**src/rtl/rf_dump_pkg.sv**
```systemverilog
// Shared definitions for the register-file dump sequencer and the register file it taps.
// Holds the state encoding and the default read-port widths.
package rf_dump_pkg;

   localparam int RF_ADDR_W = 5;
   localparam int RF_DATA_W = 32;

   typedef logic [2:0] state_t;

   localparam state_t IDLE   = 3'd0;
   localparam state_t FREEZE = 3'd1;
   localparam state_t READ   = 3'd2;
   localparam state_t SHOW   = 3'd3;
   localparam state_t DONE   = 3'd4;

endpackage

```
**src/rtl/rf_dump_ctrl_edge_detect.sv**
```systemverilog
// Registers a clk-synchronous level and flags its rising edge; rise is combinational, 0-cycle.
// No backpressure: the pulse lasts one cycle and is lost if the consumer is not listening.
module rf_dump_ctrl_edge_detect (
   input  logic clk,
   input  logic rst,
   input  logic sig,
   output logic rise
);

   logic sig_q;

   always_ff @(posedge clk or negedge rst) begin
      if (!rst) sig_q <= 1'b0;
      else      sig_q <= sig;
   end

   assign rise = sig & ~sig_q;

endmodule

```
**src/rtl/rf_dump_ctrl.sv**
```systemverilog
// Stalls the core, drains it, then walks the register file onto the display; each value captured 1 cycle after its READ.
// No backpressure on the display; DUMP_STEP_EN makes each step wait for a button rising edge instead of the hold timer.
module rf_dump_ctrl
   import rf_dump_pkg::*;
#(
   parameter int NUM_REGS    = 32,
   parameter int ADDR_W      = RF_ADDR_W,
   parameter int DATA_W      = RF_DATA_W,
   parameter int FIRST_REG   = 0,
   parameter int HOLD_CYCLES = 4
) (
   input  logic              clk,
   input  logic              rst,
   input  logic              button,
   input  logic              dump_req,
   input  logic              abort,
   input  logic              core_quiet,
   input  logic [ADDR_W-1:0] core_rd_addr,
   input  logic [DATA_W-1:0] rf_rd_data,
   output logic [ADDR_W-1:0] rf_rd_addr,
   output logic              core_stall,
   output logic [DATA_W-1:0] out,
   output logic              out_valid,
   output logic [ADDR_W-1:0] out_idx,
   output logic              done
);

   localparam int CNT_W = (HOLD_CYCLES > 1) ? $clog2(HOLD_CYCLES) : 1;
   localparam logic [ADDR_W-1:0] FIRST_IDX = ADDR_W'(FIRST_REG);
   localparam logic [ADDR_W-1:0] LAST_IDX  = ADDR_W'(NUM_REGS - 1);
   localparam logic [CNT_W-1:0]  HOLD_INIT = CNT_W'(HOLD_CYCLES - 1);

   state_t            state, state_nxt;
   logic [ADDR_W-1:0] idx;
   logic [CNT_W-1:0]  cnt;
   logic              btn_rise;
   logic              start;
   logic              advance;
   logic              last;
   logic              abortable;

   rf_dump_ctrl_edge_detect u_btn (
      .clk  (clk),
      .rst  (rst),
      .sig  (button),
      .rise (btn_rise)
   );

   assign start     = dump_req | btn_rise;
   assign last      = (idx == LAST_IDX);
   assign abortable = (state == FREEZE) || (state == READ) || (state == SHOW);

`ifdef DUMP_STEP_EN
   assign advance = btn_rise;
`else
   assign advance = (cnt == '0);
`endif

   always_ff @(posedge clk or negedge rst) begin
      if (!rst) state <= IDLE;
      else      state <= state_nxt;
   end

   // abort outranks every transition out of FREEZE/READ/SHOW
   always_comb begin
      state_nxt = state;
      case (state)
         IDLE:    if (start) state_nxt = FREEZE;
         FREEZE:  if (abort) state_nxt = IDLE;
                  else if (core_quiet) state_nxt = READ;
         READ:    state_nxt = abort ? IDLE : SHOW;
         SHOW:    if (abort) state_nxt = IDLE;
                  else if (advance) state_nxt = last ? DONE : READ;
         DONE:    state_nxt = IDLE;
         default: state_nxt = IDLE;
      endcase
   end

   always_comb begin
      core_stall = 1'b0;
      done       = 1'b0;
      rf_rd_addr = core_rd_addr;
      case (state)
         FREEZE: core_stall = 1'b1;
         READ, SHOW: begin
            core_stall = 1'b1;
            rf_rd_addr = idx;
         end
         DONE:   done = 1'b1;
         default: ;
      endcase
   end

   always_ff @(posedge clk or negedge rst) begin
      if (!rst) begin
         idx       <= '0;
         cnt       <= '0;
         out       <= '0;
         out_valid <= 1'b0;
         out_idx   <= '0;
      end else if (abort && abortable) begin
         out_valid <= 1'b0;
      end else begin
         case (state)
            FREEZE: if (core_quiet) idx <= FIRST_IDX;
            READ: begin
               out       <= rf_rd_data;
               out_idx   <= idx;
               out_valid <= 1'b1;
               cnt       <= HOLD_INIT;
            end
            SHOW: begin
               if (cnt != '0) cnt <= cnt - CNT_W'(1);
               if (advance && !last) idx <= idx + ADDR_W'(1);
            end
            default: ;
         endcase
      end
   end

endmodule

```
**config.mk**
```make
export PLATFORM = sky130hd
export DESIGN_NAME = rf_dump_ctrl
export DESIGN_NICKNAME = d
export VERILOG_FILES = /design/src/rtl/rf_dump_pkg.sv /design/src/rtl/rf_dump_ctrl_edge_detect.sv /design/src/rtl/rf_dump_ctrl.sv
export SDC_FILE = /design/constraint.sdc
export NUM_CORES = 1
export LEC_CHECK = 0
export BUFFER_PORTS_ARGS = -buffer_cell sky130_fd_sc_hd__buf_4
export CAP_MARGIN = 10
export CORE_MARGIN = 2
export CORE_UTILIZATION = 48
export DETAILED_ROUTE_END_ITERATION = 6
export GPL_ROUTABILITY_DRIVEN = 0
export PLACE_DENSITY = 0.8
export SYNTH_ARGS = -nofsm -noshare
export SYNTH_HDL_FRONTEND = slang
export SYNTH_SLANG_ARGS = --single-unit
```
**constraint.sdc**
```tcl
create_clock -name clk -period 2.6 [get_ports clk]
set_clock_uncertainty 0.2 [all_clocks]
set_input_delay 0.52 -clock clk [delete_from_list [all_inputs] [get_ports clk]]
set_output_delay 0.52 -clock clk [all_outputs]
set_load 0.01 [all_outputs]
```
==> summary.txt, run 1 <==
Outcome
  • Run status: complete, no violations

Pwr
  • Portion of total power attributed to sequential cells: 39.3%
  • Switching power of the nets: 1.08 mW
  • Power per unit of standard cell area: 1120 nW/um^2
  • Reported leakage power: 1.42 nW
  • Logic gate share of total power: 44.9%
  • Share of power burned in the clock network: 15.8%
  • Cell-internal power: 2.23 mW
  • Share of total power consumed by net switching: 32.6%
  • Worst IR Drop VDD: 551 uV
  • Total power of the final layout: 3.31 mW

STA
  • Tcrit/Tclk final: 90.7%
  • Setup violations, final: 0
  • Fin Hold WS: 11.8 ps
  • Hold Vio Cnt, Final: 0
  • Fmax: 424 MHz
  • Relative slew margins: 59.8%
  • Worst Max-Slew Pin Slew: 602 ps
  • Unrepaired setup endpoints after global routing: no
  • Least setup slack across all paths after layout: 241 ps
  • Clock period minus final worst setup slack: 2360 ps
  • Setup TNS: 0 ps
  • Final count of pins violating max slew: 0

Worst setup path
  • Endpoint kind of the worst setup timing path: output port
  • Cell class contributing the biggest share of worst-path delay: flip-flops
  • Largest stage delay, worst path: 510 ps
  • CP max FO: 11
  • Worst Path Arrival: 1640 ps
  • Library cell contributing the largest single delay on the critical path: sky130_fd_sc_hd__dfrtp_1
  • Chain of cells forming the critical path: nand2b_2, mux2_2, buf_4
  • CP startpoint kind: flop
  • Critical path buffers and inverters: 1
  • Required time of the worst setup path: 1880 ps
  • Crit Path Class: flop to output port

Synthesis
  • Total nets after synthesis: 210
  • Mapped Cells: 164
  • Number of flip-flops and latches in the synthesized netlist: 49
  • Netlist Area Pre-Place: 2160 sq um
  • Mean area per synthesized cell: 13.2 sq um
  • Register area share after synthesis: 56.8%
  • Syn. warnings: 0
  • Cell variety after synth: 36

Final layout
  • Final non-filler cell total: 305
  • Area growth, synth to finish: 37.1%
  • Fraction of final layout cells with drive strength greater than 1: 56.5%
  • Multi-input gate area in the final layout: 860 sq um
  • Number of fill cells in the layout: 348
  • Inserted Diodes: 0
  • Register Area: 1230 sq um
  • Net total in the final layout: 299

Hold path
  • Type of the worst min-delay path: primary input to async pin

Flow run
  • Max-capacitance violation count: 0

CTS
  • Number of buffers inserted during clock tree synthesis: 5
  • TritonCTS clock tree: built
  • CTS H-tree depth: 2
  • Number of sinks handled by clock tree synthesis: 49
  • Clock tree root driver cell: sky130_fd_sc_hd__clkbuf_8
  • Skew-Pair Late Insertion Delay: 300 ps
  • Number of buffers between clock root and the deepest sink: 2
  • Clock-pin slew reported for the worst setup and hold paths after clock tree synthesis: 80 ps
  • Postcts setup bufs: 0

Floorplanning
  • Horiz. Die Dim: 71.1 microns
  • IO Count: 88
  • Site Rows: 24
  • Core area: 4350 sq um
  • Effective utilization at floorplan: 49.6%
  • Die height: 71.1 microns
  • Die area: 5050 sq um

Place
  • Number of cells in the design after placement: 298
  • Worst slack after detailed placement: 401 ps
  • Estimated wirelength of the detail-placed design: 3390 microns
  • Port bufs: 87

Global route
  • Number of antenna violations at the first check in global routing: 0
  • Total gr overflow: 0
  • Gr usage total: 18.9%
  • Global-route wire length before repair: 7510 microns
  • Vias in the first global route: 1621
  • Largest net degree at the start of global routing: 50

Drt
  • Number of routed nets with antenna violations: 0
  • Overall routed net length: 4530 microns
  • Number of iterations in the first detailed-routing pass: 4
  • Drt first-iter violations: 84
  • Detailed-route vias per instance: 5.17
  • Number of remaining DRC errors: 0
  • Number of vias after detailed routing: 1578
  • Post-DR wirelength/cell: 14.8 microns
## per-stage QoR
stage                     area, sq um  utilization, %
after global routing             2960            68.0
after CTS                        2960            67.9
after global placement           2850            65.5
after floorplan                  2160               -
after detailed placement         2850            65.5
final                            2960            68.0
## state kept, by name, summed over array words and instances, names as in the netlist
signal	cells
out	32
idx	5
out_idx	5
state	3
cnt	2
out_valid	1
u_btn.sig_q	1
## logic make-up (layout without fill, tap and decap cells)
family          Yosys count  after routing  share of synthesized area [%]
flops                    49             49                           56.8
mux                      44             44                           22.8
simple gates             37             37                           10.2
compound gates           16             16                           4.93
buf+inv                  15            104                           3.53
fa+ha+maj                 3              3                           1.74
## layer usage
layer  global-route usage, %  vias up  share of wire, %
li1                        -      757                 -
met1                    23.5      765                42
met2                    30.6       49                49
met3                    7.26        7               7.4
met4                    6.29        0               1.5
met5                       0        -                 0
## cells in the mapped netlist
library cell	number	area share (%)
sky130_fd_sc_hd__nand2_1	6	1.0
sky130_fd_sc_hd__dfrtp_1	49	57
sky130_fd_sc_hd__a21oi_2	1	0.41
sky130_fd_sc_hd__nor3_1	2	0.46
sky130_fd_sc_hd__ha_1	3	1.7
sky130_fd_sc_hd__nand2b_1	5	1.4
sky130_fd_sc_hd__and3_1	2	0.58
sky130_fd_sc_hd__or4_1	1	0.35
sky130_fd_sc_hd__buf_1	1	0.17
sky130_fd_sc_hd__mux2i_1	2	0.93
sky130_fd_sc_hd__or3b_4	1	0.52
sky130_fd_sc_hd__and2_1	1	0.29
sky130_fd_sc_hd__a22o_1	1	0.41
sky130_fd_sc_hd__nand4_1	1	0.29
sky130_fd_sc_hd__nor4_1	1	0.29
sky130_fd_sc_hd__o211ai_1	1	0.35
sky130_fd_sc_hd__a32o_1	1	0.46
sky130_fd_sc_hd__clkbuf_1	3	0.52
sky130_fd_sc_hd__a221o_1	1	0.46
sky130_fd_sc_hd__nor3b_1	2	0.70
sky130_fd_sc_hd__o31ai_1	1	0.35
sky130_fd_sc_hd__mux2_2	41	21
sky130_fd_sc_hd__nor3_4	1	0.75
sky130_fd_sc_hd__nand3_1	3	0.70
sky130_fd_sc_hd__buf_2	1	0.23
sky130_fd_sc_hd__buf_6	1	0.52
sky130_fd_sc_hd__o21ai_0	5	1.2
sky130_fd_sc_hd__mux2_1	1	0.52
sky130_fd_sc_hd__nand3b_1	3	1.0
sky130_fd_sc_hd__nor2_1	6	1.0
sky130_fd_sc_hd__a211o_1	1	0.41
sky130_fd_sc_hd__or3_1	1	0.29
sky130_fd_sc_hd__a21oi_1	4	0.93
sky130_fd_sc_hd__inv_1	6	1.0
sky130_fd_sc_hd__nor4b_1	1	0.41
sky130_fd_sc_hd__buf_4	3	1.0
## area by class of cell
class                      count  area share (%)
clock buffer                   5            2.32
clock inverter                 2            1.18
inverter                       6           0.761
multi-input combinational    100            29.0
sequential                    49            41.4
tap                           52            2.20
timing repair buffer          91            23.1
## what timing repair did
action	CTS	global route
gates resized for setup	0	1
setup endpoints to repair	0	3
hold buffers	0	0
## worst paths after layout
path	startpoint	end	cells after the start	slack [ps]
setup / recovery	state[2]	rf_rd_addr[2]	3	240
hold / removal	rst	idx[3]	1	10
setup reg to reg	idx[0]	idx[0]	6	390
hold reg to reg	out[10]	out[10]	1	310
max in group asynchronous	rst	idx[1]	1	1770
min in group clk	button	u_btn.sig_q	1	130
## power groups by stage
stage / logic, mW / registers (mW) / clock network (mW)
final: 1.49 / 1.30 / 0.522
after global routing: 1.61 / 1.35 / 0.573
after CTS: 1.51 / 1.30 / 0.536
after detailed placement: 1.51 / 1.31 / 0
after global placement: 1.48 / 1.30 / 0
after floorplan: 0.669 / 1.43 / 0
## cells in the final DEF (no fill, tap or decap), types with 2 or more instances in the layout
cell and instances:
sky130_fd_sc_hd__a21oi_1 4, sky130_fd_sc_hd__and3_1 2, sky130_fd_sc_hd__buf_4 91, sky130_fd_sc_hd__clkbuf_8 5
sky130_fd_sc_hd__dfrtp_1 49, sky130_fd_sc_hd__ha_1 3, sky130_fd_sc_hd__inv_1 6, sky130_fd_sc_hd__mux2_2 41
sky130_fd_sc_hd__mux2i_1 2, sky130_fd_sc_hd__nand2_1 6, sky130_fd_sc_hd__nand2b_1 4, sky130_fd_sc_hd__nand3_1 3
sky130_fd_sc_hd__nand3b_1 3, sky130_fd_sc_hd__nor2_1 6, sky130_fd_sc_hd__nor3_1 2, sky130_fd_sc_hd__nor3b_1 2
sky130_fd_sc_hd__o21ai_0 5
(Power assumes the default switching activity.)
==> run 2, diff against run 1 <==
CORE_MARGIN = 4   (was 2)
MAX_ROUTING_LAYER = met4   (was unset)
==> run 2 against run 1 <==
Sequential cell count unchanged. Hold slack improved by 6.7 ps. Maximum frequency shrank 5.5%. Clock power up 3%. Sequential share of layout area down 0.14 points. Cell count unchanged. Final area increased by 0.34%. Critical path type unchanged. Sequential power about the same. Core utilization rose by 0.23 points. Non-clock buffer count shrank 1. First-iteration DRC count is 11% lower. Routed wire length increased by 8.7%.
==> summary.txt, run 2 (synthesis results as in run 1) <==
Outcome
  • Run status: complete, no violations

Worst setup path
  • Launching point of the worst reg2reg path: idx[0]
  • Endpoint kind of the worst setup timing path: output port
  • Worst Path Arrival: 1780 ps (+140 ps)
  • CP max FO: 11 (unchanged)
  • Crit path from: state[2]
  • CP startpoint kind: flop
  • Crit Path Class: flop to output port
  • Largest stage delay, worst path: 520 ps (about the same)
  • Required time of the worst setup path: 1880 ps (about the same)
  • Chain of cells forming the critical path: nand2b_1, mux2_2, buf_4
  • Library cell contributing the largest single delay on the critical path: sky130_fd_sc_hd__dfrtp_1

Floorplanning
  • Site Rows: 24 (unchanged)
  • Die area: 5640 sq um (+12%)
  • Effective utilization at floorplan: 49.6% (unchanged)
  • IO Count: 88 (unchanged)
  • Horiz. Die Dim: 75.1 microns (+5.6%)
  • Die height: 75.1 microns (+5.6%)
  • Core area: 4350 sq um (unchanged)

STA
  • Unrepaired setup endpoints after global routing: no
  • Setup violations, final: 0 (unchanged)
  • Clock period minus final worst setup slack: 2500 ps (+138 ps)
  • Final count of pins violating max slew: 0 (unchanged)
  • Relative slew margins: 59.4% (-0.48 points)
  • Least setup slack across all paths after layout: 104 ps (-138 ps)
  • Setup TNS: 0 ps (unchanged)
  • Worst Max-Slew Pin Slew: 609 ps (+7.18 ps)
  • Tcrit/Tclk final: 96.0% (+5.3 points)
  • Fmax: 401 MHz (-5.5%)
  • Hold Vio Cnt, Final: 0 (unchanged)

Global route
  • Total gr overflow: 0 (unchanged)
  • Largest net degree at the start of global routing: 50 (unchanged)
  • Gr usage total: 18.6% (-0.30 points)
  • Number of antenna violations at the first check in global routing: 0 (unchanged)
  • Global-route wire length before repair: 7650 microns (+1.8%)
  • Vias in the first global route: 1597 (-1.5%)

Pwr
  • Logic gate share of total power: 45.2% (+0.3 points)
  • Share of power burned in the clock network: 16.1% (+0.3 points)
  • Portion of total power attributed to sequential cells: 38.7% (-0.6 points)
  • Worst IR Drop VDD: 621 uV (+13%)
  • Switching power of the nets: 1.12 mW (+3.6%)
  • Total power of the final layout: 3.36 mW (+1.6%)
  • Power per unit of standard cell area: 1130 nW/um^2 (+1.2%)
  • Share of total power consumed by net switching: 33.2% (+0.64 points)
  • Cell-internal power: 2.25 mW (+0.61%)
  • Reported leakage power: 1.42 nW (about the same)

CTS
  • Clock tree root driver cell: sky130_fd_sc_hd__clkbuf_8
  • TritonCTS clock tree: built
  • Number of buffers between clock root and the deepest sink: 2 (unchanged)
  • Clock-pin slew reported for the worst setup and hold paths after clock tree synthesis: 90 ps (about the same)
  • Skew-Pair Late Insertion Delay: 300 ps (about the same)
  • Number of buffers inserted during clock tree synthesis: 5 (unchanged)
  • CTS Hold Bufs: 0 (unchanged)
  • CTS H-tree depth: 2 (unchanged)
  • Number of gates given a new drive strength after cts: 0 (unchanged)
  • Postcts setup bufs: 0 (unchanged)
  • Number of sinks handled by clock tree synthesis: 49 (unchanged)

Place
  • Estimated wirelength of the detail-placed design: 3650 microns (+7.7%)
  • Port bufs: 87 (unchanged)
  • Worst slack after detailed placement: 350 ps (-51.3 ps)
  • Number of cells in the design after placement: 297 (-0.34%)

Final layout
  • Top library cells by usage in the layout, fill and taps aside: sky130_fd_sc_hd__buf_4 (89), sky130_fd_sc_hd__dfrtp_1 (49), sky130_fd_sc_hd__mux2_2 (41)
  • Most common cell after layout, fill and taps aside: sky130_fd_sc_hd__buf_4
  • Number of fill cells in the layout: 330 (-5.2%)
  • Net total in the final layout: 298 (-0.33%)
  • End-of-flow core utilization: 68.2% (+0.23 points)
  • Area growth, synth to finish: 37.5%
  • Inserted Diodes: 0 (unchanged)
  • Final non-filler cell total: 305 (unchanged)
  • Number of flip-flops in the largest register: 32 (unchanged)
  • Fraction of final layout cells with drive strength greater than 1: 55.7% (-0.79 points)
  • Register with the most flip-flops: out
  • Biggest regs: out x32, idx x5, out_idx x5

Hold path
  • Type of the worst min-delay path: primary input to async pin

Drt
  • Detailed-route vias per instance: 5.24 (+1.3%)
  • Post-DR wirelength/cell: 16.1 microns (+8.7%)
  • Number of remaining DRC errors: 0 (unchanged)
  • Drt first-iter violations: 75 (-11%)
  • Number of vias after detailed routing: 1599 (+1.3%)
  • Number of iterations in the first detailed-routing pass: 4 (unchanged)
  • Number of routed nets with antenna violations: 0 (unchanged)
  • Overall routed net length: 4920 microns (+8.7%)

Flow run
  • Max-capacitance violation count: 0 (unchanged)
[run 2: changes by cell type in the layout (fill, tap and decap cells not counted), sizes merged]
cell and delta:
buf -1, clkbuf +1
[run 2: critical path: cells and delay by family (launching register included)]
family | cells | cell delay [ps]
multiplexers | 1 | 390
flip-flops | 1 | 520
AND/OR/NAND/NOR | 1 | 430
buffers and inverters | 1 | 140
[run 2: final cells by class]
type	count	area [sq um]	area share [%]
inverters	6	22.5	0.758
well taps	52	65.1	2.19
clock buffers	6	72.6	2.44
clock inverters	2	38.8	1.31
flip-flops and latches	49	1230	41.3
repair buffers	90	688	23.2
multi-input cells	100	857	28.9
[run 2: through the flow]
stage                     cell area [sq um]  hold WS (ps)
after floorplan                        2160          24.4
after global placement                 2860           278
after detailed placement               2860           280
after CTS                              2970          43.9
after global routing                   2970          67.2
final                                  2970          18.5
[run 2: worst paths after layout]
check                                      to  slack (ps)  depth (start not counted)
worst max-delay path            rf_rd_addr[2]         100                          3
worst min-delay path                 state[1]          20                          1
worst max register to register         idx[0]         320                          6
worst min register to register        out[25]         300                          1
max in group asynchronous           out_valid        1770                          1
min in group clk                  u_btn.sig_q         130                          1
[run 2: per-layer routing]
layer	routed length [microns]	GRT usage (%)	vias to the layer above
met5	0	-	-
met2	2540	28.8	52
li1	-	-	758
met3	307	5.21	6
met4	57	6.32	0
met1	2010	23.6	783
[run 2: power groups by stage]
| stage | registers [mW] | clock network [mW] | logic [mW] |
|---|---|---|---|
| 5_1_grt | 1.35 | 0.590 | 1.64 |
| 6_report | 1.30 | 0.540 | 1.52 |
| 3_5_place_dp | 1.32 | 0 | 1.54 |
| 2_1_floorplan | 1.43 | 0 | 0.669 |
| 4_1_cts | 1.31 | 0.555 | 1.54 |
| 3_3_place_gp | 1.29 | 0 | 1.50 |
